===== src/rtl/msg_arbiter.sv =====
`default_nettype none
// ============================================================================
//  Module   : msg_arbiter
//  Purpose  : Shares one message-log sink among N_REQ requesters.
//             - Round-robin grant of graded message records.
//             - Records below the severity threshold are dropped.
//             - Saturating per-type and drop counters.
//             - STOP/EXIT actions produce sticky stop/exit requests.
//  Revision : 1.0 - initial release
// ============================================================================
module msg_arbiter #(
    parameter int N_REQ  = 4,
    parameter int CODE_W = 16,
    parameter int CNT_W  = 16
) (
    input  logic                       clk,
    input  logic                       rst,
    input  logic [N_REQ-1:0]           req_valid,
    output logic [N_REQ-1:0]           req_ready,
    input  logic [2*N_REQ-1:0]         req_type,
    input  logic [2*N_REQ-1:0]         req_svrt,
    input  logic [2*N_REQ-1:0]         req_act,
    input  logic [CODE_W*N_REQ-1:0]    req_code,
    input  logic [1:0]                 svrt_thold,
    input  logic                       resume,
    input  logic                       clear,
    output logic                       out_valid,
    input  logic                       out_ready,
    output logic [$clog2(N_REQ)-1:0]   out_src,
    output logic [1:0]                 out_type,
    output logic [1:0]                 out_svrt,
    output logic [1:0]                 out_act,
    output logic [CODE_W-1:0]          out_code,
    output logic [CNT_W-1:0]           cnt_info,
    output logic [CNT_W-1:0]           cnt_warn,
    output logic [CNT_W-1:0]           cnt_error,
    output logic [CNT_W-1:0]           cnt_fatal,
    output logic [CNT_W-1:0]           cnt_drop,
    output logic                       stop_req,
    output logic                       exit_req
);

    localparam int c_SRC_W = $clog2(N_REQ);

    localparam logic [1:0] c_ST_IDLE  = 2'd0;
    localparam logic [1:0] c_ST_SEND  = 2'd1;
    localparam logic [1:0] c_ST_PAUSE = 2'd2;
    localparam logic [1:0] c_ST_HALT  = 2'd3;

    localparam logic [1:0] c_ACT_STOP = 2'd1;
    localparam logic [1:0] c_ACT_EXIT = 2'd2;

    // counter slots: 0..3 per message type, 4 for threshold drops
    localparam int c_N_CNT  = 5;
    localparam int c_IX_DRP = 4;

    logic [1:0]          r_state;
    logic [1:0]          w_state_nxt;
    logic [c_SRC_W-1:0]  r_ptr;
    logic [c_SRC_W-1:0]  w_gnt_idx;
    logic                w_gnt_found;
    logic                w_accept;
    logic                w_pass;
    logic [1:0]          w_sel_type;
    logic [1:0]          w_sel_svrt;
    logic [1:0]          w_sel_act;
    logic [CODE_W-1:0]   w_sel_code;
    logic [c_N_CNT-1:0]  w_inc;
    logic [CNT_W-1:0]    r_cnt [c_N_CNT];

    // (base + off) modulo N_REQ, valid for off < N_REQ
    function automatic logic [c_SRC_W-1:0] f_wrap(input logic [c_SRC_W-1:0] base,
                                                  input int off);
        int sum;
        sum = int'(base) + off;
        if (sum >= N_REQ) sum = sum - N_REQ;
        return c_SRC_W'(sum);
    endfunction

    // state entered once a message's action takes effect; code 3 acts as LOG
    function automatic logic [1:0] f_act_state(input logic [1:0] act);
        logic [1:0] st;
        st = c_ST_IDLE;
        if (act == c_ACT_STOP) st = c_ST_PAUSE;
        if (act == c_ACT_EXIT) st = c_ST_HALT;
        return st;
    endfunction

    // Round-robin search: first valid requester at or after the pointer
    always_comb begin
        w_gnt_found = 1'b0;
        w_gnt_idx   = '0;
        for (int k = 0; k < N_REQ; k++) begin
            if (!w_gnt_found && req_valid[f_wrap(r_ptr, k)]) begin
                w_gnt_found = 1'b1;
                w_gnt_idx   = f_wrap(r_ptr, k);
            end
        end
    end

    assign w_accept   = (r_state == c_ST_IDLE) && w_gnt_found && !rst;
    assign w_sel_type = req_type[int'(w_gnt_idx)*2 +: 2];
    assign w_sel_svrt = req_svrt[int'(w_gnt_idx)*2 +: 2];
    assign w_sel_act  = req_act[int'(w_gnt_idx)*2 +: 2];
    assign w_sel_code = req_code[int'(w_gnt_idx)*CODE_W +: CODE_W];
    assign w_pass     = (w_sel_svrt >= svrt_thold);

    // One-hot ready toward the granted requester, only while accepting
    always_comb begin
        req_ready = '0;
        if (w_accept) req_ready[w_gnt_idx] = 1'b1;
    end

    // Next-state decode
    always_comb begin
        w_state_nxt = r_state;
        case (r_state)
            c_ST_IDLE: begin
                if (w_accept) w_state_nxt = w_pass ? c_ST_SEND : f_act_state(w_sel_act);
            end
            c_ST_SEND: begin
                if (out_ready) w_state_nxt = f_act_state(out_act);
            end
            c_ST_PAUSE: begin
                if (resume) w_state_nxt = c_ST_IDLE;
            end
            c_ST_HALT: begin
                w_state_nxt = c_ST_HALT;
            end
            default: w_state_nxt = c_ST_IDLE;
        endcase
    end

    // State and round-robin pointer registers
    always_ff @(posedge clk) begin
        if (rst) begin
            r_state <= c_ST_IDLE;
            r_ptr   <= '0;
        end else begin
            r_state <= w_state_nxt;
            if (w_accept) r_ptr <= f_wrap(w_gnt_idx, 1);
        end
    end

    // Latch the accepted record; it is held stable through SEND
    always_ff @(posedge clk) begin
        if (rst) begin
            out_src  <= '0;
            out_type <= '0;
            out_svrt <= '0;
            out_act  <= '0;
            out_code <= '0;
        end else if (w_accept) begin
            out_src  <= w_gnt_idx;
            out_type <= w_sel_type;
            out_svrt <= w_sel_svrt;
            out_act  <= w_sel_act;
            out_code <= w_sel_code;
        end
    end

    // Counter increment requests for this cycle's accept
    always_comb begin
        w_inc = '0;
        for (int t = 0; t < 4; t++) begin
            w_inc[t] = w_accept && (w_sel_type == 2'(t));
        end
        w_inc[c_IX_DRP] = w_accept && !w_pass;
    end

    // Saturating counters; clear takes priority over a same-cycle increment
    always_ff @(posedge clk) begin
        for (int i = 0; i < c_N_CNT; i++) begin
            if (rst || clear) begin
                r_cnt[i] <= '0;
            end else if (w_inc[i] && (r_cnt[i] != {CNT_W{1'b1}})) begin
                r_cnt[i] <= r_cnt[i] + CNT_W'(1);
            end
        end
    end

    assign cnt_info  = r_cnt[0];
    assign cnt_warn  = r_cnt[1];
    assign cnt_error = r_cnt[2];
    assign cnt_fatal = r_cnt[3];
    assign cnt_drop  = r_cnt[c_IX_DRP];

    assign out_valid = (r_state == c_ST_SEND);
    assign stop_req  = (r_state == c_ST_PAUSE);
    assign exit_req  = (r_state == c_ST_HALT);

endmodule
`default_nettype wire

===== config.mk =====
export PLATFORM = sky130hd
export DESIGN_NAME = msg_arbiter
export DESIGN_NICKNAME = d
export VERILOG_FILES = /design/src/rtl/msg_arbiter.sv
export SDC_FILE = /design/constraint.sdc
export NUM_CORES = 1
export LEC_CHECK = 0
export CAP_MARGIN = 20
export CORE_ASPECT_RATIO = 0.9
export CORE_MARGIN = 5
export CORE_UTILIZATION = 50
export CTS_CLUSTER_SIZE = 30
export DETAILED_ROUTE_END_ITERATION = 7
export PLACE_DENSITY = 0.92
export SLEW_MARGIN = 20
export SYNTH_ARGS = -nofsm -noshare
export SYNTH_HDL_FRONTEND = slang
export SYNTH_SLANG_ARGS = --single-unit

===== constraint.sdc =====
create_clock -name clk -period 8 [get_ports clk]
set_clock_uncertainty 0.2 [all_clocks]
set_input_delay 2 -clock clk [delete_from_list [all_inputs] [get_ports clk]]
set_output_delay 2 -clock clk [all_outputs]
set_load 0.03 [all_outputs]

==> metrics.txt <==
pin count of the biggest net entering global routing=45; Post-synth top cells=edfxtp_1 (80), nand2_1 (73), nor4_1 (57); Critical Path AT=4.49 ns; share of post-route cells with drive strength above 1=5.051%; Die ar.=around 15,000 sq um; max_cap viols=0; total inserted antenna cells=0; Fillers=~840; Worst R2R Start=r_ptr[0]; CTS tree=done; status=finished, final reports clean; postcts setup bufs=0; Min-Delay Path Class=flip-flop to flip-flop; YS warnings=0; CTS Buf Count=9; area of the core=~12,000 sq um; Hold Fails Final Rpt=0; nets@finish=899; GRT Total Usage=24.16%; Final Setup Violations=0; Detail Placement HPWL=between 10,000 and 15,000 um; die height=about 120 um; CP Capture Type=primary output; Layout area overhead=40.62%; post-synth top area cell=edfxtp_1; Peak VDD IR=around 0.16 mV; worst-skew pair later-pin latency=between 0.3 and 0.4 ns; worst-margin pin slew=0.8916 ns; Tmin final=around 6.7 ns; vias in the first global route=5,600; H-tree depth=3; flop-to-flop setup slack=~3.9 ns; top cells by area, synth=edfxtp_1 (39%), dfxtp_1 (9.1%), mux2i_1 (7.8%); Detailed Route WL=between 15,000 and 20,000 um; number of cells on the worst reg-to-reg path=7; utilization after layout=71.99%; Post-synth EDFFs=80; CP max-delay cell=nor4_1; root buffer cell=clkbuf_16; setup TNS=0 ns; DR vias=around 5,500; drt first pass iters=5; crit-path max cell delay=approximately 0.60 ns; Starting Density=51.19%; initial antenna violation count=0; port buffer count=between 200 and 250; Die X=~130 um; most frequent cell after synthesis=edfxtp_1; FFs w/ async S/R, synth=0%; Syn Inst Count=between 500 and 600; post-route ant nets=0; clock sink count=108; period utilisation layout=between 80% and 90%; crit path cell chain=clkdlybuf4s50_1, nor4_1, or3_1, nor2_1, buf_4, and2_1, clkdlybuf4s50_1; Clk pwr share=around 16%; Pwr per Cell Area=285.0 nW/um^2; Inst Count DP=around 940; Max Transition Viols Final=0; gpl congestion=between 0.8 and 0.9; Reg power frac=between 30% and 40%; Mapped Area=~6200 sq um; register area share after synthesis=~48%; clock slew at reported path FFs=0.07 ns; Int Power=around 1.4 mW; # rows=38; Worst slew margin=roughly 40%; share of total power in combinational logic=between 40% and 50%; unrepaired setup endpoints after global routing=false; crit start category=input pin; Net Sw Power=between 1 and 1.5 mW; IO Pins=210; WP data required=5.80 ns; fin cells=approximately 950; Avg WL per Cell=roughly 19 um; crit path from=req_valid[3]; fmax=149.5 MHz; Leak Pwr=about 3 nW; hold buffers post-CTS=0; footprint of the multi-input gates=a little over 3000 sq um; remaining global-route overflow=0; critical path type=input pin to primary output; cell mode on critical path=clkdlybuf4s50_1; initial DRC count=a little over 400; sw frac=between 40% and 50%; worst-case clock buffer depth=2; FF-to-FF End=r_cnt[1][9]; global-route wire length before repair=28,430 um; synthesized area per cell=10.41 sq um; Seq. cell area=2963 sq um; DRC violations left=0; Setup crit end=req_ready[3]; CP Max Fanout=22; vias per cell=around 5.8; top_reg_cell synth=edfxtp_1; top cell type's share of synthesized area=about two fifths; Netlist cell types=42; Seq cells post-synth=108; Synth Net Count=about 700; PostCTS Resize Cnt=0
layout by cell type, fill, tap and decap left out, types with 5 or more instances in the layout:
| master | Yosys | routed |
|---|---|---|
| o21ai_0 | 6 | 6 |
| xor2_1 | 40 | 40 |
| and4_1 | 6 | 6 |
| a32o_1 | 16 | 16 |
| clkbuf_16 | 0 | 9 |
| xnor2_1 | 29 | 29 |
| edfxtp_1 | 80 | 80 |
| nor2b_1 | 5 | 5 |
| nand2_1 | 73 | 73 |
| nand3_1 | 29 | 29 |
| a21oi_1 | 8 | 8 |
| dfxtp_1 | 28 | 28 |
| nor4_2 | 6 | 6 |
| clkdlybuf4s50_1 | 0 | 209 |
| nor2_1 | 41 | 40 |
| inv_1 | 12 | 12 |
| and3_1 | 6 | 6 |
| buf_4 | 1 | 5 |
| nor4_1 | 57 | 57 |
| nor3_1 | 7 | 5 |
| mux2i_1 | 48 | 46 |
| ha_1 | 13 | 13 |
| and2_1 | 6 | 6 |
| nand4_1 | 14 | 14 |
layer usage:
metal  part of all wire, %  vias to the layer above  global-route usage, %
li1                      -                     2608                      -
met1                    40                     2625                  28.67
met2                    52                      218                  43.79
met3                   6.0                       28                  5.622
met4                   2.1                        0                  7.577
met5                     0                        -                      0
critical path: cells and delay by family:
kind / cells / cell delay [ns]
AND/OR/NAND/NOR: 4 / 1.17
buffers and inverters: 3 / 1.33
flip-flops by register name, summed over array words and instances (netlist names):
signal    flops
r_cnt        80
r_ptr         2
out_src       2
out_type      2
out_code     16
out_act       2
r_state       2
out_svrt      2
cell families after synthesis:
logic type / Yosys count / synth area share, %
AND/OR/NAND/NOR: 263 / 22.24
flip-flops: 108 / 47.93
XOR/XNOR: 69 / 9.775
multiplexers: 52 / 8.500
buffers and inverters: 45 / 3.096
AO/OA/AOI/OAI: 44 / 5.829
adder cells (fa/ha/maj): 13 / 2.631
power by group through the flow:
| stage | combinational (mW) | sequential, mW | clock (mW) |
|---|---|---|---|
| after detailed placement | 1.19 | 0.880 | 0 |
| after floorplan | 0.529 | 1.08 | 0 |
| after CTS | 1.19 | 0.869 | 0.407 |
| after global placement | 1.16 | 0.869 | 0 |
| after global routing | 1.28 | 0.888 | 0.431 |
| final | 1.20 | 0.871 | 0.402 |
worst min path at each step:
stage                     slack [ns]  depth (start not counted)        start           to
after floorplan                 0.27                          2     r_ptr[0]     r_ptr[0]
after global placement          0.24                          2  out_svrt[0]  out_svrt[0]
after detailed placement        0.25                          1  out_code[5]  out_code[5]
after CTS                       0.27                          1  out_code[9]  out_code[9]
after global routing            0.30                          1  out_code[4]  out_code[4]
final                           0.27                          1  out_code[9]  out_code[9]
through the flow:
step                instance area [sq um]  hold WS (ns)  worst slack (ns)  total power, mW
global route                         8693        0.2994             1.206            2.601
global placement                     8406        0.2387             1.358            2.025
floorplan                            6182        0.2712             2.266            1.605
detailed placement                   8406        0.2526             1.339            2.066
CTS                                  8666        0.2703             1.323            2.470
finish                               8693        0.2659             1.310            2.478
layout make-up:
| cell class | instances | area share [%] |
|---|---|---|
| clock buffers | 10 | 2.634 |
| clock inverters | 6 | 0.3598 |
| inverters | 12 | 0.5181 |
| multi-input cells | 441 | 35.29 |
| flip-flops and latches | 108 | 34.08 |
| well taps | 160 | 2.303 |
| repair buffers | 215 | 24.81 |
(Power assumes the default switching activity.)
